<file path="config.mk">
export PLATFORM = sky130hd
export DESIGN_NAME = if_fetch_queue
export DESIGN_NICKNAME = d
export VERILOG_FILES = /design/src/rtl/if_fetch_queue.sv
export SDC_FILE = /design/constraint.sdc
export NUM_CORES = 1
export LEC_CHECK = 0
export CAP_MARGIN = 20
export CORE_MARGIN = 3
export CORE_UTILIZATION = 41
export DETAILED_ROUTE_END_ITERATION = 10
export GPL_ROUTABILITY_DRIVEN = 0
export PLACE_DENSITY = 0.69
export SYNTH_ARGS = -nofsm -noshare
export SYNTH_HDL_FRONTEND = slang
export SYNTH_SLANG_ARGS = --single-unit
</file>
<file path="constraint.sdc">
create_clock -name clock -period 3.7 [get_ports clock]
set_input_delay 1.11 -clock clock [delete_from_list [all_inputs] [get_ports clock]]
set_output_delay 1.11 -clock clock [all_outputs]
set_load 0.005 [all_outputs]
</file>
<file path="src/rtl/if_fetch_queue.sv">
// Instruction-fetch stage with a DEPTH-entry prefetch queue feeding ID.
// Optional feature: define EARLY_JUMP_EN to resolve unconditional jumps in IF.
`ifndef EXEC
`define EXEC 1'b1
`endif
`ifndef JUMP
`define JUMP 5'b11111
`endif

module if_fetch_queue #(
    parameter int          PC_W     = 8,
    parameter int          IR_W     = 16,
    parameter int          DEPTH    = 4,
    parameter logic [PC_W-1:0] RESET_PC = '0,
    parameter logic [4:0]  OPC_JUMP = `JUMP
) (
    input  logic                       clock,
    input  logic                       reset,
    input  logic                       state,
    input  logic                       redirect,
    input  logic [PC_W-1:0]            redirect_pc,
    input  logic                       stall,
    input  logic [IR_W-1:0]            i_datain,
    output logic [PC_W-1:0]            i_addr,
    output logic [IR_W-1:0]            id_ir,
    output logic [PC_W-1:0]            id_pc,
    output logic                       id_valid,
    output logic [$clog2(DEPTH):0]     q_count
);

    localparam int AW = $clog2(DEPTH);
    localparam int CW = AW + 1;
    localparam int EW = PC_W + IR_W;

    logic [EW-1:0]   r_mem [DEPTH];
    logic [AW-1:0]   r_rd;
    logic [AW-1:0]   r_wr;
    logic [CW-1:0]   r_cnt;
    logic [PC_W-1:0] r_pc;
    logic [IR_W-1:0] r_id_ir;
    logic [PC_W-1:0] r_id_pc;
    logic            r_id_valid;

    logic            w_run;
    logic            w_pop;
    logic            w_fetch;
    logic            w_jump;
    logic            w_push;
    logic [PC_W-1:0] w_pc_nxt;
    logic [EW-1:0]   w_head;

    assign w_run   = (state == `EXEC);
    assign w_pop   = w_run && !redirect && !stall && (r_cnt != '0);
    assign w_fetch = w_run && !redirect &&
                     ((r_cnt < CW'(DEPTH)) || w_pop);
`ifdef EARLY_JUMP_EN
    assign w_jump  = (i_datain[IR_W-1 -: 5] == OPC_JUMP);
`else
    assign w_jump  = 1'b0;
`endif
    assign w_push  = w_fetch && !w_jump;
    assign w_head  = r_mem[r_rd];

    // An early jump replaces the sequential increment with the embedded target.
    always_comb begin
        w_pc_nxt = r_pc + PC_W'(1);
        if (w_jump) w_pc_nxt = i_datain[PC_W-1:0];
    end

    always_ff @(posedge clock) begin
        if (w_push) r_mem[r_wr] <= {r_pc, i_datain};
    end

    always_ff @(posedge clock) begin
        if (!reset) begin
            r_pc       <= RESET_PC;
            r_rd       <= '0;
            r_wr       <= '0;
            r_cnt      <= '0;
            r_id_ir    <= '0;
            r_id_pc    <= '0;
            r_id_valid <= 1'b0;
        end else if (w_run) begin
            if (redirect) begin
                r_pc       <= redirect_pc;
                r_rd       <= '0;
                r_wr       <= '0;
                r_cnt      <= '0;
                r_id_ir    <= '0;
                r_id_valid <= 1'b0;
            end else begin
                if (w_pop) begin
                    r_id_pc    <= w_head[EW-1:IR_W];
                    r_id_ir    <= w_head[IR_W-1:0];
                    r_id_valid <= 1'b1;
                    r_rd       <= r_rd + AW'(1);
                end else if (!stall) begin
                    r_id_ir    <= '0;
                    r_id_valid <= 1'b0;
                end
                if (w_fetch) r_pc <= w_pc_nxt;
                if (w_push)  r_wr <= r_wr + AW'(1);
                r_cnt <= r_cnt + CW'(w_push) - CW'(w_pop);
            end
        end
    end

    assign i_addr   = r_pc;
    assign id_ir    = r_id_ir;
    assign id_pc    = r_id_pc;
    assign id_valid = r_id_valid;
    assign q_count  = r_cnt;

endmodule

</file>
==> results.toml <==
[die]
core.rowCount = 41
initial_core_util_pct = 42.20
core_mm2 = 0.01267
fp.dieArea_mm2 = 0.01445
fp.dieW_um = 120.2
ios = 65
die_h_um = 120.2

[routing]
antenna_left = 0
routedWlPerCell_um = 18.46
wl_met1_um = 4893
wl_um = 11220
drc = 0
routed_via_density = 5.171
vias = 3144
dr_wl_met2_um = 5643
top_layer = "met4"
dr.pass1.iters = 4
dr_wl_met3_um = 627
drt-initial-drc-count = 193

[clock_network]
cts_sinks = 138
cts-root-buf = "clkbuf_16"
numCtsBuffers = 17
path_clk_slew_ps = 60
cts_tree = "yes"
postCtsSetupBuffers = 0
ctsResizeCount = 0
cts_hold_buf = 0
clock_path_buffers = 2
clk_latency_ps = 400
cts_max_level = 4

[yosys]
synth_edf_count = 96
synth.distinct_cells = 43
synthesis.area_mm2 = 0.005348
async_flop_share_pct = 0
syn-num-nets = 377
synth_flop_cell = "edfxtp_1"
netlist_instances = 340
synth_area_per_cell_um2 = 15.73
yosysWarningCount = 0
ys_seq_elements = 138
synth-seq-area-share_pct = 69.63

[sta]
finalMaxSlewViolations = 0
tns_ps = 0
min_period_ps = 3296
rsz0062_at_grt = "no"
hold_viol = 0
setup_viol = 0
tightestPinTransition_ps = 906.8
clock_skew_ps = 9.514
fmax_ghz = 0.3034
fin_hold_ws_ps = 453.1
timing.final.ws_setup_ps = 403.8
max-slew-margin-rel_pct = 39.55
fin_crit_sh_pct = 89.09

[worst_hold_path]
hp-class = "reg2reg"

[setup_path]
start_kind = "primary input"
worstPathMaxFanout = 2
crit_required_ps = 4030
setup.worst_path.end_class = "register"
arrival_ps = 3620
path_class = "in2reg"

[finish]
syn_to_final_growth_pct = 27.30
fin_nets = 461
drive_above_1_share_pct = 16.97
design_area_mm2 = 0.006808
insertedDiodeCount = 0
fill_cells = 1016
final_cell_mix = "96 x edfxtp_1, 64 x clkdlybuf4s50_1, 41 x dfxtp_1"
final_common_cell = "edfxtp_1"
final_cells = 608
post-route-util_pct = 53.73

[global_routing]
grt_pass1_wl_um = 17840
overflow = 0
antenna_found_initial = 0
grt_usage_pct = 16.57
grt_pass1_vias = 3268
grt_max_degree = 32

[pwr]
power_leakage_nw = 2.270
peakVddDrop_mv = 0.2367
power_mw = 3.485
p_per_area_mw_per_mm2 = 511.8

[place]
place_ws_ps = -16.24
dp_hpwl_um = 7205
port_buffers = 64
dpl_cell_area_mm2 = 0.006240
dp.cells = 577

[job]
max-cap-violations = 0

[status]
status = "completed"
==> synthesized netlist by cell type, drive strengths merged (3+ instances only) <==
cell | n | area share, %
buf | 10 | 1.5
nand2 | 28 | 2.0
a22oi | 17 | 2.4
and2 | 7 | 0.82
a31oi | 3 | 0.35
edfxtp | 96 | 54
nor2 | 9 | 0.63
a21oi | 15 | 1.5
clkbuf | 9 | 0.63
nor2b | 18 | 2.1
o22ai | 3 | 0.35
nand3 | 4 | 0.47
ha | 7 | 1.6
nor3 | 4 | 0.37
inv | 10 | 0.70
a21boi | 4 | 0.56
o21ai | 7 | 0.66
dfxtp | 42 | 16
mux4 | 24 | 10
==> cell families (layout without fill, tap and decap cells) <==
group | Yosys count | after routing | share of synthesized area, %
flip-flops | 138 | 138 | 69.63
multiplexers | 25 | 25 | 10.29
buffers and inverters | 31 | 127 | 3.088
XOR/XNOR | 1 | 1 | 0.1638
AND/OR/NAND/NOR | 78 | 78 | 7.464
adder cells (fa/ha/maj) | 8 | 8 | 2.012
AO/OA/AOI/OAI | 59 | 59 | 7.347
==> per-layer routing <==
metal / vias to the layer above / GRT usage (%)
met5: - / 0
met3: 2 / 4.022
met1: 1578 / 22.03
met2: 103 / 26.48
met4: 0 / 6.442
li1: 1461 / -
==> area by class of cell <==
class                   instances  area [µm²]  area share (%)
inverters                      12       50.05          0.7352
clock inverters                 9       123.9           1.820
flip-flops and latches        138        3725           54.71
well taps                     172       215.2           3.161
clock buffers                  22       444.2           6.525
repair buffers                 84       790.8           11.62
multi-input cells             171        1459           21.43
==> critical path, cell delays in order <==
cell,delay [ps]
clkdlybuf4s50_1,600
nand2b_4,70
or3_1,410
clkinv_4,70
ha_1,210
inv_1,60
ha_1,130
inv_1,50
fa_1,360
xor2_1,160
o21ai_0,160
nand2_1,60
a21boi_0,160
==> power breakdown <==
part           switching, mW  internal [mW]
clock network          0.581           1.05
registers             0.0223           1.68
logic                 0.0709         0.0787
total                  0.674           2.81
==> path summary, 6_finish.rpt <==
| check | end | slack (ps) | from | cells after the start |
|---|---|---|---|---|
| min | id_pc[2] | 450 | id_pc[2] | 2 |
| max | q_count[2] | 400 | state | 13 |
| min reg2reg | id_pc[2] | 450 | id_pc[2] | 2 |
| max reg2reg | q_count[2] | 1280 | q_count[1] | 12 |
==> state kept, by name, summed over array words and instances, names as in the netlist, named ones only <==
signal and cells:
r_rd 2, id_pc 8, r_wr 2, q_count 3, id_ir 16, r_mem 96
i_addr 8, id_valid 1
Power figures use the tool's default switching activity.
